`src/rtl/pipeline_hazard_ctrl_pkg.sv`:
```
// Shared types for the pipeline hazard controller: memory-wait FSM states,
// the bundle of stage enables/bubble controls, and the load-use comparator.
package pipeline_hazard_ctrl_pkg;

    typedef enum logic {
        RUN      = 1'b0,
        MEM_WAIT = 1'b1
    } state_t;

    typedef struct packed {
        logic pc_en;
        logic if_id_en;
        logic id_ex_en;
        logic ex_mem_en;
        logic if_id_flush;
        logic id_ex_flush;
        logic mem_wb_flush;
    } ctrl_t;

    // Free-running pipeline: every stage loads, nothing is bubbled.
    localparam ctrl_t CTRL_RUN = '{
        pc_en:        1'b1,
        if_id_en:     1'b1,
        id_ex_en:     1'b1,
        ex_mem_en:    1'b1,
        if_id_flush:  1'b0,
        id_ex_flush:  1'b0,
        mem_wb_flush: 1'b0
    };

    localparam ctrl_t CTRL_OFF = '0;

    // $0 is hard-wired, so a load targeting it never creates a dependency.
    function automatic logic load_use(input logic       memread,
                                      input logic [4:0] rd,
                                      input logic [4:0] rs,
                                      input logic [4:0] rt,
                                      input logic       uses_rt);
        return memread && (rd != 5'd0) && ((rd == rs) || (uses_rt && (rd == rt)));
    endfunction

endpackage

```
`src/rtl/pipeline_hazard_ctrl_md_latency_counter.sv`:
```
// Tracks how long HI/LO stays occupied after a MULT/DIV issues from EX;
// a new start reloads the full latency even while a previous one is pending.
module md_latency_counter #(
    parameter int LATENCY = 32
) (
    input  logic clk,
    input  logic rst,
    input  logic load,
    output logic busy
);

    localparam int W = $clog2(LATENCY);
    localparam logic [W-1:0] LOAD_VAL = W'(LATENCY - 1);

    logic [W-1:0] cnt;

    always_ff @(posedge clk or negedge rst) begin
        if (!rst) begin
            cnt <= '0;
        end else if (load) begin
            cnt <= LOAD_VAL;
        end else if (cnt != '0) begin
            cnt <= cnt - W'(1);
        end
    end

    assign busy = (cnt != '0);

endmodule

```
`src/rtl/pipeline_hazard_ctrl.sv`:
```
// Central stall/flush controller for the 5-stage MIPS32 pipeline: memory wait
// states with timeout, taken branches, load-use / HI-LO hazards and jumps.
module pipeline_hazard_ctrl
    import pipeline_hazard_ctrl_pkg::*;
#(
    parameter int MD_LATENCY  = 32,
    parameter int MEM_TIMEOUT = 16
) (
    input  logic        clk,
    input  logic        rst,
    input  logic [4:0]  id_rs,
    input  logic [4:0]  id_rt,
    input  logic        id_uses_rt,
    input  logic        id_uses_hilo,
    input  logic        id_jump,
    input  logic        ex_memread,
    input  logic [4:0]  ex_rd,
    input  logic        ex_branch_taken,
    input  logic        ex_md_start,
    input  logic        mem_req,
    input  logic        mem_ready,
    output logic        pc_en,
    output logic        if_id_en,
    output logic        id_ex_en,
    output logic        ex_mem_en,
    output logic        if_id_flush,
    output logic        id_ex_flush,
    output logic        mem_wb_flush,
    output logic        md_busy,
    output logic        bus_err,
    output logic [15:0] stall_cycles
);

    localparam int WW = $clog2(MEM_TIMEOUT);

    state_t        state;
    logic [WW-1:0] wait_cnt;
    logic          timeout_hit;
    logic          mem_stall;
    logic          data_hazard;
    ctrl_t         ctrl;

    assign timeout_hit = (state == MEM_WAIT) && !mem_ready && (wait_cnt == WW'(MEM_TIMEOUT - 1));
    assign mem_stall   = ((state == RUN) && mem_req && !mem_ready) ||
                         ((state == MEM_WAIT) && !mem_ready && !timeout_hit);
    assign data_hazard = load_use(ex_memread, ex_rd, id_rs, id_rt, id_uses_rt) ||
                         (md_busy && id_uses_hilo);

    // A frozen memory stage masks everything else; the younger hazards are
    // seen again on the release cycle because their stage registers held.
    always_comb begin
        ctrl = CTRL_RUN;
        if (!rst) begin
            ctrl = CTRL_OFF;
        end else if (mem_stall) begin
            ctrl.pc_en        = 1'b0;
            ctrl.if_id_en     = 1'b0;
            ctrl.id_ex_en     = 1'b0;
            ctrl.ex_mem_en    = 1'b0;
            ctrl.mem_wb_flush = 1'b1;
        end else if (ex_branch_taken) begin
            ctrl.if_id_flush  = 1'b1;
            ctrl.id_ex_flush  = 1'b1;
        end else if (data_hazard) begin
            ctrl.pc_en        = 1'b0;
            ctrl.if_id_en     = 1'b0;
            ctrl.id_ex_flush  = 1'b1;
        end else if (id_jump) begin
            ctrl.if_id_flush  = 1'b1;
        end
    end

    assign pc_en        = ctrl.pc_en;
    assign if_id_en     = ctrl.if_id_en;
    assign id_ex_en     = ctrl.id_ex_en;
    assign ex_mem_en    = ctrl.ex_mem_en;
    assign if_id_flush  = ctrl.if_id_flush;
    assign id_ex_flush  = ctrl.id_ex_flush;
    assign mem_wb_flush = ctrl.mem_wb_flush;

    always_ff @(posedge clk or negedge rst) begin
        if (!rst) begin
            state    <= RUN;
            wait_cnt <= '0;
            bus_err  <= 1'b0;
        end else begin
            case (state)
                RUN: begin
                    if (mem_req && !mem_ready) begin
                        state    <= MEM_WAIT;
                        wait_cnt <= '0;
                    end
                end
                MEM_WAIT: begin
                    if (mem_ready) begin
                        state <= RUN;
                    end else if (timeout_hit) begin
                        state   <= RUN;
                        bus_err <= 1'b1;
                    end else begin
                        wait_cnt <= wait_cnt + WW'(1);
                    end
                end
                default: state <= RUN;
            endcase
        end
    end

    always_ff @(posedge clk or negedge rst) begin
        if (!rst) begin
            stall_cycles <= '0;
        end else if (!pc_en && (stall_cycles != 16'hFFFF)) begin
            stall_cycles <= stall_cycles + 16'd1;
        end
    end

    md_latency_counter #(
        .LATENCY (MD_LATENCY)
    ) u_md_latency_counter (
        .clk  (clk),
        .rst  (rst),
        .load (ex_md_start && ex_mem_en),
        .busy (md_busy)
    );

endmodule

```
`config.mk`:
```
export PLATFORM = sky130hd
export DESIGN_NAME = pipeline_hazard_ctrl
export DESIGN_NICKNAME = d
export VERILOG_FILES = /design/src/rtl/pipeline_hazard_ctrl_pkg.sv /design/src/rtl/pipeline_hazard_ctrl_md_latency_counter.sv /design/src/rtl/pipeline_hazard_ctrl.sv
export SDC_FILE = /design/constraint.sdc
export NUM_CORES = 1
export LEC_CHECK = 0
export BUFFER_PORTS_ARGS = -buffer_cell sky130_fd_sc_hd__buf_2
export CORE_ASPECT_RATIO = 1.75
export CORE_MARGIN = 1.5
export CORE_UTILIZATION = 32
export CTS_CLUSTER_DIAMETER = 150
export DETAILED_ROUTE_END_ITERATION = 10
export GPL_TIMING_DRIVEN = 1
export PLACE_DENSITY = 0.61
export SLEW_MARGIN = 15
export SYNTH_ARGS = -nofsm -noshare
export SYNTH_HDL_FRONTEND = slang
export SYNTH_HIERARCHICAL = 1
export SYNTH_SLANG_ARGS = --single-unit
```
`constraint.sdc`:
```
create_clock -name clk -period 6 [get_ports clk]
set_clock_uncertainty 0.15 [all_clocks]
set_input_delay 0.6 -clock clk [delete_from_list [all_inputs] [get_ports clk]]
set_output_delay 0.6 -clock clk [all_outputs]
set_load 0.05 [all_outputs]
```
Word level (Yosys, flattened, before mapping)
Cells that the tools add are included.
{"block": "totals", "register_bits": 27, "wordCells": 61, "input_bits": 25}
{"block": "classes", "n_reduce_logical": 23, "addsub": 3, "muxes": 21, "bitwise": 2, "n_eq_ne": 7}
{"operator": "adder 16 x 1 -> 16 bit, second input constant", "n": 1}
{"operator": "inequality test 16 bit, second input constant", "n": 1}
{"operator": "logical AND 1 bit", "n": 12}
{"operator": "two-way mux 2 bit", "n": 6}
{"operator": "two-way mux 4 bit", "n": 3}
{"operator": "== test 5 bit", "n": 2}
{"operator": "two-way mux 5 bit", "n": 2}
{"operator": "nonzero test 5 bit", "n": 2}
{"operator": "one-hot mux 4 bit (2 select lines)", "n": 1}
{"operator": "two-way mux 1 bit", "n": 7}
{"operator": "two-way mux 7 bit", "n": 1}
{"operator": "AND reduction 3 bit", "n": 2}
{"operator": "subtractor 5 x 1 -> 5 bit, second input constant", "n": 1}
{"operator": "adder 4 x 1 -> 4 bit, second input constant", "n": 1}
{"operator": "== test 4 bit, second input constant", "n": 1}
{"operator": "inequality test 2 bit, second input constant", "n": 2}
{"operator": "logical NOT 1 bit", "n": 3}
{"operator": "logical OR 1 bit", "n": 3}
{"operator": "inequality test 2 x 1 -> 1 bit, second input constant", "n": 1}
{"operator": "inverter 1 bit", "n": 2}
{"operator": "one-hot mux 1 bit (2 select lines)", "n": 1}
{"operator": "nonzero test 2 bit", "n": 1}

Depth between registers and ports, before layout
Gate-level depths: netlist of run 1.
{"block": "logic_depth", "word_depth": 11, "depth_mapped": 10}

By module
The synthesis of run 1 kept the hierarchy.
{"mod": "pipeline_hazard_ctrl", "area_per_inst_um2": 1332.5, "instances": 1, "cells_per_inst": 132}
{"mod": "md_latency_counter", "area_per_inst_um2": 260.2, "instances": 1, "cells_per_inst": 24}

Worst setup path after synthesis of run 1
No wires, ideal clock.
{"block": "synth_timing", "path_type": "input to output", "start": "input port ex_rd[1]", "end": "output port if_id_flush", "setup_slack_ns": 2.740, "t_arrival_ns": 2.510, "path_stages": 5, "required_ns": 5.250, "path_cell_list": "or4_1 o21ai_2 nand2b_1 a31oi_1 nor3_1"}
{"block": "synth_via", "elab_chain_len": 9, "elab_cells_between_ends": 12}
{"element": "start: declaration", "line_no": "pipeline_hazard_ctrl.sv:17", "source": "input logic [4:0] ex_rd,"}
{"element": "== test 5 bit", "line_no": "pipeline_hazard_ctrl_pkg.sv:39", "source": "return memread && (rd != 5'd0) && ((rd == rs) || (uses_rt && (rd == rt)));"}
{"element": "logical AND 1 bit", "line_no": "pipeline_hazard_ctrl_pkg.sv:39"}
{"element": "logical OR 1 bit", "line_no": "pipeline_hazard_ctrl_pkg.sv:39"}
{"element": "logical AND 1 bit (*)", "line_no": "pipeline_hazard_ctrl_pkg.sv:39"}
{"element": "logical OR 1 bit (*)", "line_no": "pipeline_hazard_ctrl.sv:46", "source": "assign data_hazard = load_use(ex_memread, ex_rd, id_rs, id_rt, id_uses_rt) ||"}
{"element": "two-way mux 1 bit (*)", "line_no": "pipeline_hazard_ctrl.sv:64", "source": "end else if (data_hazard) begin"}
{"element": "two-way mux 2 bit (*)", "line_no": "pipeline_hazard_ctrl.sv:61", "source": "end else if (ex_branch_taken) begin"}
{"element": "two-way mux 2 bit (*)", "line_no": "pipeline_hazard_ctrl.sv:55", "source": "end else if (mem_stall) begin"}
{"element": "two-way mux 7 bit (*)", "line_no": "pipeline_hazard_ctrl.sv:53", "source": "if (!rst) begin"}
{"element": "end: declaration", "line_no": "pipeline_hazard_ctrl.sv:26", "source": "output logic if_id_flush,"}
Every way passes the cells marked *; elsewhere a longest branch is shown, timed or not.

Worst setup path in the final report of run 1
{"block": "layout_timing", "start": "input port rst", "end": "output port if_id_en"}
{"block": "layout_via", "elab_chain_len": 1}
{"element": "start: declaration", "line_no": "pipeline_hazard_ctrl.sv:10", "source": "input logic rst,"}
{"element": "two-way mux 7 bit", "line_no": "pipeline_hazard_ctrl.sv:53"}
{"element": "end: declaration", "line_no": "pipeline_hazard_ctrl.sv:23", "source": "output logic if_id_en,"}
No other way between the ends.

==> impl_summary.txt, run 1 <==
----------------------------------------------------
[Clock tree]
  Max Buffers Root-to-Sink ... 2
  Clk slew on worst S/H paths ... 90 ps
  Number of post-CTS setup repair buffers ... 0
  TritonCTS buffer count ... 3
  CTS Hold Bufs ... 0
  H-Tree Depth ... 1
  Clock Sink Count ... 27
  Clock tree from TritonCTS ... built
  Clock Latency Late Sink ... about 270 ps
  Clock root cell ... clkbuf_8
  Count of cells resized by post-cts repair ... 0

[Timing]
  Hold Violations, Final ... 0
  Max frequency ... ~310 MHz
  RSZ-0062 raised after global routing ... no
  Actual transition at the worst max-transition pin ... between 600 and 700 ps
  Number of pins exceeding their max-slew limit in the final report ... 0
  Min setup slack post-route ... about 2800 ps
  Number of setup violations in the final report ... 0
  Minimum clock period ... ~3200 ps
  Setup total negative slack ... 0 ps
  Worst rel slew slack ... just under 60%
  Ratio of final minimum period to clock period ... 53.7%

[Critical path]
  Worst Setup SP ... rst
  Data arrival time of the critical path ... 2470 ps
  Chain of cells forming the critical path ... buf_2 > inv_1 > a21oi_2 > o21ai_0 > a21oi_4 > buf_2
  Number of cell instances on the worst register-to-register path ... 9
  R2R Setup Slk ... about 3400 ps
  Capturing point of the worst reg2reg path ... stall_cycles[14]$_DFFE_PN0P_
  Required time at the worst-slack endpoint ... ~5300 ps
  CP Launch Type ... input port
  Crit path top cell by count ... buf_2
  Worst-path maximum fanout ... 29
  Max stage delay cell, worst path ... buf_2
  Kind of critical path ... input port to output port
  Crit path max-delay family ... buffers and inverters
  Depth of the critical timing path with buffers and inverters included ... 6
  Timing endpoint of the critical path ... if_id_en
  Total buffers and inverters traversed by the critical path ... 3
  Max incr delay on CP ... 490 ps
  Type of element capturing the critical path ... output port
  Reg2Reg Launch Point ... u_md_latency_counter/cnt[0]$_DFFE_PN0P_

[Synth]
  Cell taking the most area after synthesis ... dfrtp_1
  Cell types occupying the most area after synthesis ... dfrtp_1, xor2_1, xnor2_1
  Synthesized Nets ... between 150 and 200
  Post-synth design cell area ... ~1600 um2
  Main flop type after synthesis ... dfrtp_1
  Post-synth top cells ... dfrtp_1, xor2_1, nand2_1, xnor2_1
  Warnings from Yosys ... 6
  Portion of the post-synthesis area used by sequential elements ... a little over two fifths
  Synth async-reset ratio ... 100%
  Most frequently used cell type in the post-synthesis netlist ... dfrtp_1
  Number of flip-flops and latches in the synthesized netlist ... 27
  Number of enable flip-flop cells after synthesis ... 0
  Proportion of netlist area held by the largest area contributor ... 42.4%
  Cells after synthesis ... between 150 and 200
  Syn avg cell area ... approximately 10 um2
  Distinct cells, synth ... 42

[Placement]
  Post-placement cell area ... 1870 um2
  DPL Wire Length ... 2600 um
  Routability Congestion ... ~0.79
  DP Worst Slack ... 2740 ps
  Number of buffers added on ports ... 49

[GRT]
  First-pass GRT wire length ... about 5700 um
  Overall track demand over capacity in global routing ... a little over an eighth
  Antenna violations before repair ... 0
  Vias in the first global route ... between 1000 and 1500
  Grt ovf ... 0
  Maximum number of pins on one net before global-route repair ... 30

[Drt]
  DRT antenna net count ... 0
  DRC violation total after the first TritonRoute iteration ... 25
  Count of TritonRoute iterations in the first routing pass ... 4
  Mean number of vias per cell ... ~5.1
  Total vias in the final route ... approximately 1300
  WL per Instance ... 13.3 um
  DRC viols ... 0
  Drt total wl ... around 3400 um

[Floorplanning]
  Initial standard-cell utilization of the core ... around 34%
  Standard-cell row count ... 33
  Height of the die ... between 90 and 100 um
  Io pins ... 50
  Die W ... between 50 and 60 um
  Total Die Area ... ~5400 um2
  Area of the core region ... 4750 um2

[Pwr]
  Pleak ... roughly 0.91 nW
  Highest ir drop seen on vdd ... around 0.00024 V
  Pwr dens ... around 360 nW/um2

[Final layout]
  Final net count ... ~230
  Finished Cell Area ... about 1900 um2
  Share of post-route cells with drive strength above 1 ... a little under a third
  Synthesis-to-finish area growth ... 20.5%
  Diodes inserted ... 0

[Job]
  Maximum capacitance violations ... 0

[Run status]
  Run status ... completed

[Hold path]
  Class of the most critical hold timing path ... input port to async pin

----------------------------------------------------
## per-layer routing
metal	share of wire [%]	routed length (um)	vias to the layer above	GRT usage, %
met4	1.5	51	0	6.15
met5	0	0	-	0
met1	42	1420	637	15.1
met3	4.4	151	5	1.75
met2	52	1790	32	24.7
li1	-	-	645	-
## where the power goes
group	total, mW	switching [mW]	internal, mW	leakage [nW]
sequential	0.292	0.0607	0.231	0.328
clock	0.103	0.0556	0.0476	0.0228
combinational	0.294	0.199	0.0943	0.557
## flip-flops by register name (all words and copies together), names as in the netlist
| name | cells |
|---|---|
| state | 1 |
| wait_cnt | 4 |
| u_md_latency_counter/cnt | 5 |
| bus_err | 1 |
| stall_cycles | 16 |
## cells by family after synthesis
group	after synthesis	share of synthesized area (%)
DFF	27	42.4
adders and majority gates	3	2.36
muxes	3	2.36
xor gates and xnor gates	24	13.2
and+or+nand+nor	62	24.3
buffers and inverters	13	4.16
AOI/OAI and AO/OA	24	11.2
## worst min path at each step
stage,endpoint,slack (ps)
global route,state$_DFF_PN0_,240
global placement,bus_err$_DFFE_PN0P_,310
finish,stall_cycles[3]$_DFFE_PN0P_,180
CTS,stall_cycles[3]$_DFFE_PN0P_,200
floorplan,bus_err$_DFFE_PN0P_,150
detailed placement,bus_err$_DFFE_PN0P_,320
## stage by stage
stage | hold slack, ps | power [mW] | std cells | util [%]
after floorplan | 154 | 0.516 | 156 | -
after global placement | 311 | 0.587 | 253 | 39.5
after detailed placement | 320 | 0.592 | 253 | 39.5
after CTS | 202 | 0.699 | 257 | 40.4
after global routing | 237 | 0.731 | 257 | 40.4
final | 182 | 0.689 | 257 | 40.4
## worst reg2reg max path, stage by stage (launching register included)
cell	delay (ps)
dfrtp_1	380
inv_1	90
ha_1	190
nor4b_4	350
inv_1	90
nand2_1	120
o21ai_0	150
a21oi_4	440
nor3_1	150
mux2_1	340
## area by class of cell
cell class                 instances  area, um2
inverter                           8       30.0
sequential                        27        676
clock buffer                       4       45.0
tap                               52       65.1
multi-input combinational        116        851
fill                             477       2830
timing repair buffer              50        253
## layout by cell type (no fill, tap or decap), drive strengths merged, types with 2 or more instances in the layout
cell type / count
a21o: 2
a21oi: 6
a22o: 2
and3: 3
buf: 50
clkbuf: 4
dfrtp: 27
ha: 3
inv: 8
mux2: 3
nand2: 12
nand2b: 4
nand3: 9
nand4: 3
nor2: 6
nor3: 9
nor3b: 2
nor4: 5
nor4b: 3
o21ai: 5
o31ai: 2
or3: 2
xnor2: 11
xor2: 13
(Power assumes the default switching activity.)
==> run 2: changes to the inputs <==
--- a/config.mk
+++ b/config.mk
@@ -12,7 +12,7 @@
 export CTS_CLUSTER_DIAMETER = 150
 export DETAILED_ROUTE_END_ITERATION = 10
 export GPL_TIMING_DRIVEN = 1
-export PLACE_DENSITY = 0.61
+export PLACE_DENSITY = 0.63
 export SLEW_MARGIN = 15
 export SYNTH_ARGS = -nofsm -noshare
 export SYNTH_HDL_FRONTEND = slang
==> constraint.sdc (replaced) <==
create_clock -name clk -period 2.7 [get_ports clk]
set_clock_uncertainty 0.15 [all_clocks]
set_input_delay 0.27 -clock clk [delete_from_list [all_inputs] [get_ports clk]]
set_output_delay 0.27 -clock clk [all_outputs]
set_load 0.05 [all_outputs]
==> run 2 against run 1 <==
Effect of this change:
- sequential share of layout area shrank 1.9 points
- critical path depth is 5 higher
- setup slack worse by 2600 ps
- global-route usage is 0.24 points higher
- critical path type is now flop to flop
- total power grew 120%
- register-to-register slack got worse by 3200 ps
- largest power group unchanged
- count of clock-buffer cells in the layout is 1 lower
- design area increased by 5.6%
- clock power grew 130%
- flip-flop and latch count unchanged
==> impl_summary.txt, run 2 (synthesis results as in run 1) <==
----------------------------------------------------
[Floorplanning]
  Height of the die ... roughly 96 um
  Standard-cell row count ... 33
  Io pins ... 50
  Total Die Area ... about 5400 um2
  Initial standard-cell utilization of the core ... about a third
  Area of the core region ... ~4700 um2
  Die W ... roughly 56 um

[Placement]
  Post-placement cell area ... 1910 um2
  DPL Wire Length ... 2670 um
  Number of buffers added on ports ... between 40 and 50
  Routability Congestion ... between 0.7 and 0.8

[Drt]
  WL per Instance ... approximately 13 um
  Mean number of vias per cell ... a little over 5
  Count of TritonRoute iterations in the first routing pass ... 4
  Total vias in the final route ... about 1400
  DRC viols ... 0
  DRC violation total after the first TritonRoute iteration ... 24
  DRT antenna net count ... 0
  Drt total wl ... 3560 um

[Job]
  Maximum capacitance violations ... 0

[Critical path]
  Chain of cells forming the critical path ... inv_1 > ha_1 > nor4b_4 > inv_1 > nand2_1 > o21ai_1 > a21oi_4 > buf_4 > buf_4 > nor4b_1 > xor2_1
  Total buffers and inverters traversed by the critical path ... 4
  Crit path max-delay family ... simple AND/OR/NAND/NOR gates
  Data arrival time of the critical path ... roughly 2500 ps
  CP Launch Type ... flop
  Required time at the worst-slack endpoint ... about 2700 ps
  Max stage delay cell, worst path ... nor4b_1
  Kind of critical path ... flop to flop
  R2R Setup Slk ... 210 ps
  Max incr delay on CP ... roughly 370 ps
  Type of element capturing the critical path ... flop
  Worst-path maximum fanout ... 5

[Final layout]
  Register with the most flip-flops ... stall_cycles
  Synthesis-to-finish area growth ... 27.3%
  Fill cell total of the finished layout ... about 480
  Registers with the most flip-flops ... stall_cycles: 16 flops, u_md_latency_counter/cnt: 5 flops, wait_cnt: 4 flops
  Most frequent cells in the layout ... buf_2, dfrtp_1, xor2_1
  Diodes inserted ... 0
  Share of post-route cells with drive strength above 1 ... a little over a third
  Finished Cell Area ... approximately 2000 um2
  Largest register FFs ... 16
  Final net count ... 246
  Commonest non-fill, non-tap cell in the layout ... buf_2

[Pwr]
  Pleak ... 0.965 nW
  Pwr dens ... ~760 nW/um2
  Highest ir drop seen on vdd ... 0.000773 V

[Timing]
  RSZ-0062 raised after global routing ... no
  Ratio of final minimum period to clock period ... 92.2%
  Number of pins exceeding their max-slew limit in the final report ... 0
  Max frequency ... approximately 400 MHz
  Setup total negative slack ... 0 ps
  Actual transition at the worst max-transition pin ... roughly 550 ps
  Minimum clock period ... roughly 2500 ps
  Worst rel slew slack ... between 60% and 70%
  Number of setup violations in the final report ... 0
  Hold Violations, Final ... 0

[GRT]
  Antenna violations before repair ... 0
  Overall track demand over capacity in global routing ... 13.6%
  Maximum number of pins on one net before global-route repair ... 29
  Grt ovf ... 0
  Vias in the first global route ... between 1000 and 1500
  First-pass GRT wire length ... a little under 6000 um

[Clock tree]
  Clock tree from TritonCTS ... built
  Clock Latency Late Sink ... between 200 and 300 ps
  H-Tree Depth ... 1
  Clock Sink Count ... 27
  Clock root cell ... clkbuf_8
  TritonCTS buffer count ... 3
  Clk slew on worst S/H paths ... approximately 100 ps
  Max Buffers Root-to-Sink ... 2

[Run status]
  Run status ... completed

[Hold path]
  Class of the most critical hold timing path ... input port to flop

----------------------------------------------------
-- run 2: metal layers --
metal  GRT usage (%)  vias to the layer above  wire length, um
met4            4.17                        0               25
met2            25.8                       30             1910
met5               0                        -                0
met1            16.0                      662             1490
li1                -                      674                -
met3            1.34                        2              122
-- run 2: final timing paths --
path | end | cells after the start | startpoint
min reg2reg | bus_err$_DFFE_PN0P_ | 1 | bus_err$_DFFE_PN0P_
min in group asynchronous | u_md_latency_counter/cnt[2]$_DFFE_PN0P_ | 3 | rst
min | bus_err$_DFFE_PN0P_ | 3 | mem_ready
max in group asynchronous | wait_cnt[2]$_DFFE_PN0P_ | 3 | rst
max reg2reg | stall_cycles[11]$_DFFE_PN0P_ | 11 | u_md_latency_counter/cnt[0]$_DFFE_PN0P_
max | stall_cycles[11]$_DFFE_PN0P_ | 11 | u_md_latency_counter/cnt[0]$_DFFE_PN0P_
-- run 2: what timing repair did --
action | 4_1_cts | 5_1_grt
hold endpoints to repair | 27 | 0
gates resized for setup | 0 | 3
endpoints found under the setup margin | 0 | 2
hold buffers | 1 | 0
setup buffers | 0 | 6
-- run 2: final cells by class --
| type | count | area [um2] | share of cell area [%] |
|---|---|---|---|
| Clock buffer | 3 | 41.3 | 2.04 |
| Clock inverter | 1 | 7.51 | 0.370 |
| Inverter | 8 | 30.0 | 1.48 |
| Multi-Input combinational cell | 117 | 865 | 42.7 |
| Sequential cell | 27 | 676 | 33.3 |
| Tap cell | 52 | 65.1 | 3.21 |
| Timing Repair Buffer | 61 | 343 | 16.9 |
-- run 2: stage by stage --
step                total power [mW]  util, %  setup slack (ps)  hold WS, ps  std cells
floorplan                       1.15        -              18.9         -176        156
global placement                1.31     40.2               365          162        257
detailed placement              1.32     40.2               340          160        257
CTS                             1.55     41.4              10.8          250        262
global route                    1.65     42.7              19.2          254        269
finish                          1.55     42.7               210          254        269
-- run 2: worst min-delay path, stage by stage --
cell	delay, ps
buf_2	120
inv_1	100
a31o_2	150
-- run 2: power by group --
part           switching [mW]  internal [mW]  leakage (nW)
registers               0.131          0.514         0.328
logic                   0.446          0.222         0.616
clock network           0.131          0.105        0.0217
total                   0.708          0.841         0.965
